## config.mk

```make
export PLATFORM = sky130hd
export DESIGN_NAME = wave_ctrl
export DESIGN_NICKNAME = d
export VERILOG_FILES = /design/src/rtl/wave_pkg.sv /design/src/rtl/press_pulse.sv /design/src/rtl/wave_ctrl.sv
export SDC_FILE = /design/constraint.sdc
export NUM_CORES = 1
export LEC_CHECK = 0
export BUFFER_PORTS_ARGS = -buffer_cell sky130_fd_sc_hd__buf_2
export CAP_MARGIN = 0
export CORE_MARGIN = 1
export CORE_UTILIZATION = 50
export CTS_CLUSTER_DIAMETER = 60
export DETAILED_ROUTE_END_ITERATION = 8
export PLACE_DENSITY = 0.77
export SLEW_MARGIN = 30
export SYNTH_ARGS = -nofsm -noshare
export SYNTH_HDL_FRONTEND = slang
export SYNTH_SLANG_ARGS = --single-unit
```

## constraint.sdc

```tcl
create_clock -name i_clk -period 7.5 [get_ports i_clk]
set_input_delay 1.5 -clock i_clk [delete_from_list [all_inputs] [get_ports i_clk]]
set_output_delay 1.5 -clock i_clk [all_outputs]
set_load 0.1 [all_outputs]
```

## src/rtl/wave_pkg.sv

```systemverilog
// wave_pkg: shared encodings for the waveform front-panel controller
// Holds wave-select codes, controller and press_pulse state encodings,
// and the arbitrated event codes passed between arbitration and the FSM.
package wave_pkg;

    typedef enum logic [1:0] {WAVE_SINE, WAVE_SQUARE, WAVE_TRI, WAVE_SAW} wave_t;

    typedef enum logic [1:0] {S_BOOT, S_IDLE, S_WAIT} ctrl_state_t;

    typedef enum logic [1:0] {PP_IDLE, PP_PRESS, PP_HOLD} pp_state_t;

    typedef enum logic [1:0] {EV_NONE, EV_MODE, EV_UP, EV_DOWN} ev_t;

endpackage

```

## src/rtl/press_pulse.sv

```systemverilog
// press_pulse: turns a synchronized active-low button level into press/held flags
// Ports:
//   i_clk, i_rst : clock, synchronous active-high reset
//   i_btn_n      : button level, low = pressed
//   o_press      : high for the one cycle after the first low sample
//   o_held       : high from the second consecutive low sample until release
module press_pulse
    import wave_pkg::*;
(
    input  logic i_clk,
    input  logic i_rst,
    input  logic i_btn_n,
    output logic o_press,
    output logic o_held
);

    pp_state_t r_state;
    logic      r_press;
    logic      r_held;

    always_ff @(posedge i_clk) begin
        if (i_rst) begin
            r_state <= PP_IDLE;
            r_press <= 1'b0;
            r_held  <= 1'b0;
        end else begin
            r_state <= i_btn_n ? PP_IDLE : (r_state == PP_IDLE) ? PP_PRESS : PP_HOLD;
            r_press <= !i_btn_n && r_state == PP_IDLE;
            r_held  <= !i_btn_n && r_state != PP_IDLE;
        end
    end

    assign o_press = r_press;
    assign o_held  = r_held;

endmodule

```

## src/rtl/wave_ctrl.sv

```systemverilog
// wave_ctrl: front-panel controller feeding wave select and phase increment to the DDS
// Ports:
//   i_clk, i_rst             : clock, synchronous active-high reset
//   i_btn_mode/up/down       : active-low synchronized button levels
//   i_cfg_ready              : generator accepts the configuration
//   o_cfg_valid              : configuration valid and held stable
//   o_wave_sel, o_freq_idx   : current waveform and frequency step
//   o_phase_inc              : PINC_STEP * (o_freq_idx + 1)
module wave_ctrl
    import wave_pkg::*;
#(
    parameter int                FREQ_W     = 4,
    parameter int                PINC_W     = 32,
    parameter logic [PINC_W-1:0] PINC_STEP  = 32'd85_899,
    parameter logic [23:0]       REPEAT_CYC = 24'd5_000_000
) (
    input  logic              i_clk,
    input  logic              i_rst,
    input  logic              i_btn_mode,
    input  logic              i_btn_up,
    input  logic              i_btn_down,
    input  logic              i_cfg_ready,
    output logic              o_cfg_valid,
    output logic [1:0]        o_wave_sel,
    output logic [FREQ_W-1:0] o_freq_idx,
    output logic [PINC_W-1:0] o_phase_inc
);

    logic w_mode_p, w_mode_h, w_up_p, w_up_h, w_dn_p, w_dn_h;

    press_pulse u_mode (.i_clk(i_clk), .i_rst(i_rst), .i_btn_n(i_btn_mode), .o_press(w_mode_p), .o_held(w_mode_h));
    press_pulse u_up   (.i_clk(i_clk), .i_rst(i_rst), .i_btn_n(i_btn_up),   .o_press(w_up_p),   .o_held(w_up_h));
    press_pulse u_down (.i_clk(i_clk), .i_rst(i_rst), .i_btn_n(i_btn_down), .o_press(w_dn_p),   .o_held(w_dn_h));

    ctrl_state_t       r_state;
    logic [23:0]       r_rep_cnt;
    logic [1:0]        r_rep_sel;
    logic              r_pend_valid;
    ev_t               r_pend_ev;
    wave_t             r_wave;
    logic [FREQ_W-1:0] r_idx;
    logic [PINC_W-1:0] r_pinc;
    logic              r_valid;

    logic [1:0]        w_sel;
    logic              w_sel_chg;
    logic              w_rep;
    ev_t               w_ev;
    ev_t               w_act_ev;
    logic              w_eff;
    wave_t             w_next_wave;
    logic [FREQ_W-1:0] w_next_idx;
    logic [PINC_W-1:0] w_next_pinc;

    // {up, down} one-hot selection of the held button driving auto-repeat; up wins.
    assign w_sel       = {w_up_h, w_dn_h & ~w_up_h};
    // A switch between two held buttons restarts the count; the switching cycle never fires.
    assign w_sel_chg   = r_rep_sel != 2'b00 && r_rep_sel != w_sel;
    assign w_rep       = w_sel != 2'b00 && !w_sel_chg && r_rep_cnt == REPEAT_CYC - 24'd1;
    assign w_ev        = w_mode_p ? EV_MODE :
                         (w_up_p || (w_rep && w_sel[1])) ? EV_UP :
                         (w_dn_p || (w_rep && w_sel[0])) ? EV_DOWN : EV_NONE;
    // In IDLE a pending event takes the slot over any new one that cycle.
    assign w_act_ev    = (r_state != S_IDLE) ? EV_NONE : r_pend_valid ? r_pend_ev : w_ev;
    assign w_eff       = w_act_ev == EV_MODE ||
                         (w_act_ev == EV_UP && r_idx != '1) ||
                         (w_act_ev == EV_DOWN && r_idx != '0);
    assign w_next_wave = (w_act_ev == EV_MODE) ? wave_t'(r_wave + 2'd1) : r_wave;
    assign w_next_idx  = (w_act_ev == EV_UP) ? r_idx + FREQ_W'(1) :
                         (w_act_ev == EV_DOWN) ? r_idx - FREQ_W'(1) : r_idx;
    assign w_next_pinc = PINC_STEP * (PINC_W'(w_next_idx) + PINC_W'(1));

    always_ff @(posedge i_clk) begin
        if (i_rst) begin
            r_state      <= S_BOOT;
            r_rep_cnt    <= '0;
            r_rep_sel    <= 2'b00;
            r_pend_valid <= 1'b0;
            r_pend_ev    <= EV_NONE;
            r_wave       <= WAVE_SINE;
            r_idx        <= '0;
            r_pinc       <= PINC_STEP;
            r_valid      <= 1'b0;
        end else begin
            r_rep_sel <= w_sel;
            r_rep_cnt <= (w_sel == 2'b00 || w_sel_chg || r_rep_cnt == REPEAT_CYC - 24'd1) ? '0 : r_rep_cnt + 24'd1;
            case (r_state)
                S_BOOT: begin
                    r_state <= S_WAIT;
                    r_valid <= 1'b1;
                end
                S_IDLE: begin
                    r_pend_valid <= 1'b0;
                    if (w_eff) begin
                        r_wave  <= w_next_wave;
                        r_idx   <= w_next_idx;
                        r_pinc  <= w_next_pinc;
                        r_valid <= 1'b1;
                        r_state <= S_WAIT;
                    end
                end
                S_WAIT: begin
                    if (w_ev != EV_NONE && !r_pend_valid) begin
                        r_pend_valid <= 1'b1;
                        r_pend_ev    <= w_ev;
                    end
                    if (i_cfg_ready) begin
                        r_valid <= 1'b0;
                        r_state <= S_IDLE;
                    end
                end
                default: r_state <= S_BOOT;
            endcase
        end
    end

    assign o_cfg_valid = r_valid;
    assign o_wave_sel  = r_wave;
    assign o_freq_idx  = r_idx;
    assign o_phase_inc = r_pinc;

endmodule

```

==> tab_implementation.tex <==
\begin{tabular}{lr}
\hline
Metric & Value \\
\hline
\multicolumn{2}{l}{\textbf{Synth}} \\
\quad Synth Instances & approximately 500 \\
\quad Post-synthesis area per instance & just under 9 sq um \\
\quad Predominant post-synthesis flop cell & sky130\_fd\_sc\_hd\_\_dfxtp\_1 \\
\quad Cell types occupying the most area after synthesis & sky130\_fd\_sc\_hd\_\_dfxtp\_1 32\%, sky130\_fd\_sc\_hd\_\_ha\_1 12\%, sky130\_fd\_sc\_hd\_\_nor2\_1 5.9\%, sky130\_fd\_sc\_hd\_\_fa\_1 5.0\%, sky130\_fd\_sc\_hd\_\_xor2\_1 5.0\% \\
\quad Share of flip-flops with an asynchronous set or reset after synthesis & 0\% \\
\quad Number of storage elements in the synthesis netlist & 71 \\
\quad Synthesis warning total & 0 \\
\quad Area leader, netlist & sky130\_fd\_sc\_hd\_\_dfxtp\_1 \\
\quad Post-synthesis sequential area ratio & between 30 and 40\% \\
\quad Synth cell types & slightly above 60 \\
\quad Post-synth EDFFs & 0 \\
\quad Proportion of netlist area held by the largest area contributor & between 30\% and 40\% \\
\quad Synth Cell Area & $\sim$4400 sq um \\
\multicolumn{2}{l}{\textbf{Route}} \\
\quad Number of nets with antenna violations after routing & 0 \\
\quad Via/cell ratio & roughly 5.5 \\
\quad DRC violation total after the first TritonRoute iteration & 136 \\
\quad First drt pass iteration count & 4 \\
\quad Vias after detailed routing & roughly 3500 \\
\quad Number of design rule violations left after detail routing & 0 \\
\quad Wire length reported by the detailed router & approximately 9000 um \\
\quad Average wire length per cell after detail routing & approximately 14 um \\
\multicolumn{2}{l}{\textbf{CTS}} \\
\quad Maximum buffer depth of the clock tree & 2 \\
\quad Clock network latency to the later pin of the worst-skew pair & $\sim$0.35 ns \\
\quad Number of clock sinks & between 70 and 80 \\
\quad Clock slew at reported path FFs & 0.07 ns \\
\quad Number of buffers inserted to repair setup after CTS & 0 \\
\quad Number of buffers added by the clock tree synthesis step & 9 \\
\quad CTS tree & built \\
\quad Post-cts resize count & 0 \\
\quad H-tree depth reported by CTS & 3 \\
\quad Hold-fix buffer count after cts & 0 \\
\quad Clock root cell & sky130\_fd\_sc\_hd\_\_clkbuf\_8 \\
\multicolumn{2}{l}{\textbf{Setup path}} \\
\quad Worst Path Max Fanout & 6 \\
\quad List of cells traversed by the critical path & ha\_1 -> nand4\_2 -> or4\_4 -> o41ai\_4 -> o211ai\_4 -> or4\_1 -> a21o\_1 -> xor2\_2 -> xnor2\_2 -> fa\_1 -> fa\_1 -> inv\_1 -> fa\_1 -> ha\_1 -> a21o\_1 -> a21o\_1 -> a2111o\_1 -> o311a\_1 -> a32o\_1 -> o41ai\_1 -> xor2\_1 -> a211oi\_1 \\
\quad Count of cells along the worst register-to-register path & 22 \\
\quad Critical R2R Launch & r\_rep\_cnt[0] \\
\quad Worst Path Arrival & roughly 7.3 ns \\
\quad Critical path class & reg -> reg \\
\quad Type of destination of the critical path & flip-flop \\
\quad Stages on worst setup path & 22 \\
\quad Beginning of the critical path & r\_rep\_cnt[0] \\
\quad Dominant delay contributor by cell family on the critical path & compound AO/OA/AOI/OAI gates \\
\quad Kind of start point of the critical path & flip-flop \\
\quad Worst path bufs/invs & 1 \\
\quad Largest stage delay, worst path & between 0.5 and 0.6 ns \\
\quad Required time of the worst setup path & 7.76 ns \\
\quad Master of the slowest instance on the critical path & sky130\_fd\_sc\_hd\_\_or4\_4 \\
\multicolumn{2}{l}{\textbf{Timing}} \\
\quad Achievable Freq & approximately 0.14 GHz \\
\quad Total negative setup slack & 0 ns \\
\quad Clock period minus worst slack & 7.033 ns \\
\quad Setup-failing EPs final & 0 \\
\quad Relative slew slack & $\sim$45\% \\
\quad Fin. Hold Viols & 0 \\
\quad Part of the cycle the worst path needs & a little over nine tenths \\
\quad Pin slew with the least headroom to its limit & 0.8261 ns \\
\quad Hold\_ws & $\sim$0.44 ns \\
\quad RSZ-0062 raised after global routing & false \\
\quad Final setup skew & approximately 0.010 ns \\
\quad Max-slew violation count & 0 \\
\multicolumn{2}{l}{\textbf{Power}} \\
\quad Power per standard cell area & $\sim$180 nW/um\^{}2 \\
\quad Peak supply drop & around 0.12 mV \\
\quad Net switching fraction of the power & between 30\% and 40\% \\
\quad Net switching power & around 290 uW \\
\quad Part of the power in the clock network & 35.0\% \\
\quad Reg power frac & between 40\% and 50\% \\
\quad Internal power & 587.8 uW \\
\quad Static Leak & $\sim$0.0021 uW \\
\quad Relative contribution of combinational cells to total power & between 10\% and 20\% \\
\multicolumn{2}{l}{\textbf{Layout}} \\
\quad Net total in the final layout & about 590 \\
\quad Proportion of layout cells with a drive suffix above 1 & 13.88\% \\
\quad Register area & $\sim$1400 sq um \\
\quad Area Overhead vs Synth & 10.26\% \\
\quad Area of combinational cells with multiple inputs & 2785 sq um \\
\quad Number of filler instances in the final layout & 749 \\
\quad Antenna fix cells & 0 \\
\multicolumn{2}{l}{\textbf{Worst hold path}} \\
\quad Source of the worst hold timing path & o\_phase\_inc[0] \\
\quad Kind of path behind the tightest hold check & reg -> reg \\
\quad Cell depth of the worst min-delay path & 2 \\
\multicolumn{2}{l}{\textbf{Floorplan}} \\
\quad Floorplan row count & 33 \\
\quad Total Die Area & around 9100 sq um \\
\quad Floorplan die width & about 96 um \\
\quad Chip height & $\sim$96 um \\
\quad Floorplan Core Area & 8341 sq um \\
\quad Initial Utilization & 52.48\% \\
\quad Ports placed on the boundary & 45 \\
\multicolumn{2}{l}{\textbf{GRT}} \\
\quad Total overflow reported by the global router & 0 \\
\quad Global-route wire length before repair & 15010 um \\
\quad Vias in the first global route & roughly 3200 \\
\quad Combined global-route utilization of all metal layers & between 20\% and 30\% \\
\quad Maximum number of pins on one net before global-route repair & 50 \\
\quad Initial antenna violation count & 0 \\
\multicolumn{2}{l}{\textbf{Placed design}} \\
\quad Final weighted congestion in routability-driven placement & around 0.86 \\
\quad IO buf count & 34 \\
\quad Post-detail-place hpwl & around 6800 um \\
\multicolumn{2}{l}{\textbf{Run status}} \\
\quad Run status & completed \\
\multicolumn{2}{l}{\textbf{Run}} \\
\quad Maximum capacitance violations & 0 \\
\hline
\end{tabular}
==> power by group through the flow <==
stage / Combinational, uW / Sequential, uW / Clock, uW
6_report: 168 / 399 / 306
5_1_grt: 181 / 401 / 329
4_1_cts: 168 / 399 / 312
3_5_place_dp: 167 / 408 / 0
3_3_place_gp: 165 / 407 / 0
2_1_floorplan: 99.2 / 454 / 0
==> stage by stage <==
stage | area (sq um) | setup slack, ns | total power, uW | utilization (%) | instances
after global routing | 4826 | 0.02700 | 911.3 | 57.86 | 638
after global placement | 4606 | 0.4606 | 571.9 | 55.22 | 622
final | 4826 | 0.4672 | 873.7 | 57.86 | 638
after CTS | 4803 | 0.2176 | 879.6 | 57.59 | 638
after detailed placement | 4606 | 0.2612 | 575.2 | 55.22 | 622
after floorplan | 4410 | 0.5669 | 553.0 | - | 503
==> tightest hold or removal path: stages, from the launching register on <==
cell	delay [ns]
sky130_fd_sc_hd__dfxtp_1	0.31
sky130_fd_sc_hd__nand2_1	0.05
sky130_fd_sc_hd__nand2_1	0.04
==> layout make-up <==
class | instances | share of cell area [%]
Sequential cell | 71 | 29.45
Inverter | 26 | 2.022
Clock inverter | 6 | 1.452
Clock buffer | 10 | 2.645
Timing Repair Buffer | 37 | 3.993
Multi-Input combinational cell | 383 | 57.71
Tap cell | 105 | 2.722
==> placed cells by master, fill, tap and decap left out, types with 7 or more instances in the layout <==
cell type	n
sky130_fd_sc_hd__o21ai_0	8
sky130_fd_sc_hd__buf_2	34
sky130_fd_sc_hd__clkbuf_8	9
sky130_fd_sc_hd__nor4_1	7
sky130_fd_sc_hd__nand2_1	33
sky130_fd_sc_hd__and3_1	10
sky130_fd_sc_hd__nor3_1	15
sky130_fd_sc_hd__conb_1	10
sky130_fd_sc_hd__dfxtp_1	71
sky130_fd_sc_hd__inv_1	26
sky130_fd_sc_hd__a21oi_1	25
sky130_fd_sc_hd__nand3_1	14
sky130_fd_sc_hd__a211oi_1	7
sky130_fd_sc_hd__nor2_1	68
sky130_fd_sc_hd__or2_2	7
sky130_fd_sc_hd__xor2_1	24
sky130_fd_sc_hd__a211o_1	8
sky130_fd_sc_hd__ha_1	42
sky130_fd_sc_hd__fa_1	11
sky130_fd_sc_hd__xnor2_1	19
==> synthesized netlist by cell type, types with 2 or more instances <==
master and count:
sky130_fd_sc_hd__a21o_1 6, sky130_fd_sc_hd__and4_1 2, sky130_fd_sc_hd__o21a_1 5, sky130_fd_sc_hd__nor3_1 15
sky130_fd_sc_hd__nor4_1 7, sky130_fd_sc_hd__a211o_1 8, sky130_fd_sc_hd__buf_4 10, sky130_fd_sc_hd__nor2_1 69
sky130_fd_sc_hd__nand2_1 33, sky130_fd_sc_hd__or4_1 2, sky130_fd_sc_hd__nor3b_1 2, sky130_fd_sc_hd__buf_2 4
sky130_fd_sc_hd__nand3b_1 4, sky130_fd_sc_hd__dfxtp_1 71, sky130_fd_sc_hd__and2_1 3, sky130_fd_sc_hd__nor2b_1 3
sky130_fd_sc_hd__a211oi_1 7, sky130_fd_sc_hd__or3_1 2, sky130_fd_sc_hd__nand4b_1 3, sky130_fd_sc_hd__inv_1 26
sky130_fd_sc_hd__xor2_1 25, sky130_fd_sc_hd__or2_2 6, sky130_fd_sc_hd__ha_1 42, sky130_fd_sc_hd__nand4_1 6
sky130_fd_sc_hd__nand3_1 14, sky130_fd_sc_hd__and3_1 10, sky130_fd_sc_hd__xnor2_1 20, sky130_fd_sc_hd__nor4b_1 3
sky130_fd_sc_hd__clkbuf_1 9, sky130_fd_sc_hd__a31oi_1 4, sky130_fd_sc_hd__o21ai_0 8, sky130_fd_sc_hd__fa_1 11
sky130_fd_sc_hd__nand2b_1 2, sky130_fd_sc_hd__a21oi_1 25
==> sequential cells by signal, indices dropped and copies added, names as in the netlist, 2 cells and up <==
| signal | flops |
|---|---|
| r_pend_ev | 2 |
| o_phase_inc | 22 |
| u_mode.r_state | 2 |
| u_up.r_state | 2 |
| r_state | 2 |
| o_freq_idx | 4 |
| u_down.r_state | 2 |
| r_rep_cnt | 24 |
| r_rep_sel | 2 |
| o_wave_sel | 2 |
==> worst paths after layout <==
path | end | slack [ns]
worst max-delay path | o_phase_inc[21] | 0.47
worst min-delay path | o_phase_inc[0] | 0.44
worst max register to register | o_phase_inc[21] | 0.47
worst min register to register | o_phase_inc[0] | 0.44
==> kinds of logic after synthesis <==
kind of cell / Yosys count / synth area share [%]
simple gates: 193 / 22.33
compound gates: 80 / 13.27
flops: 71 / 32.48
fa+ha+maj: 53 / 17.04
buf+inv: 49 / 5.174
xor+xnor: 46 / 9.377
other cells: 1 / 0.08568
mux: 1 / 0.2573
==> per-layer routing <==
layer  share of wire (%)  up-vias  track usage (%)
met4                0.92        0            6.716
li1                    -     1770                -
met3                 5.6        8            4.226
met1                  48     1628            30.05
met2                  45       75            32.32
met5                   0        -                0
(Power assumes the default switching activity.)
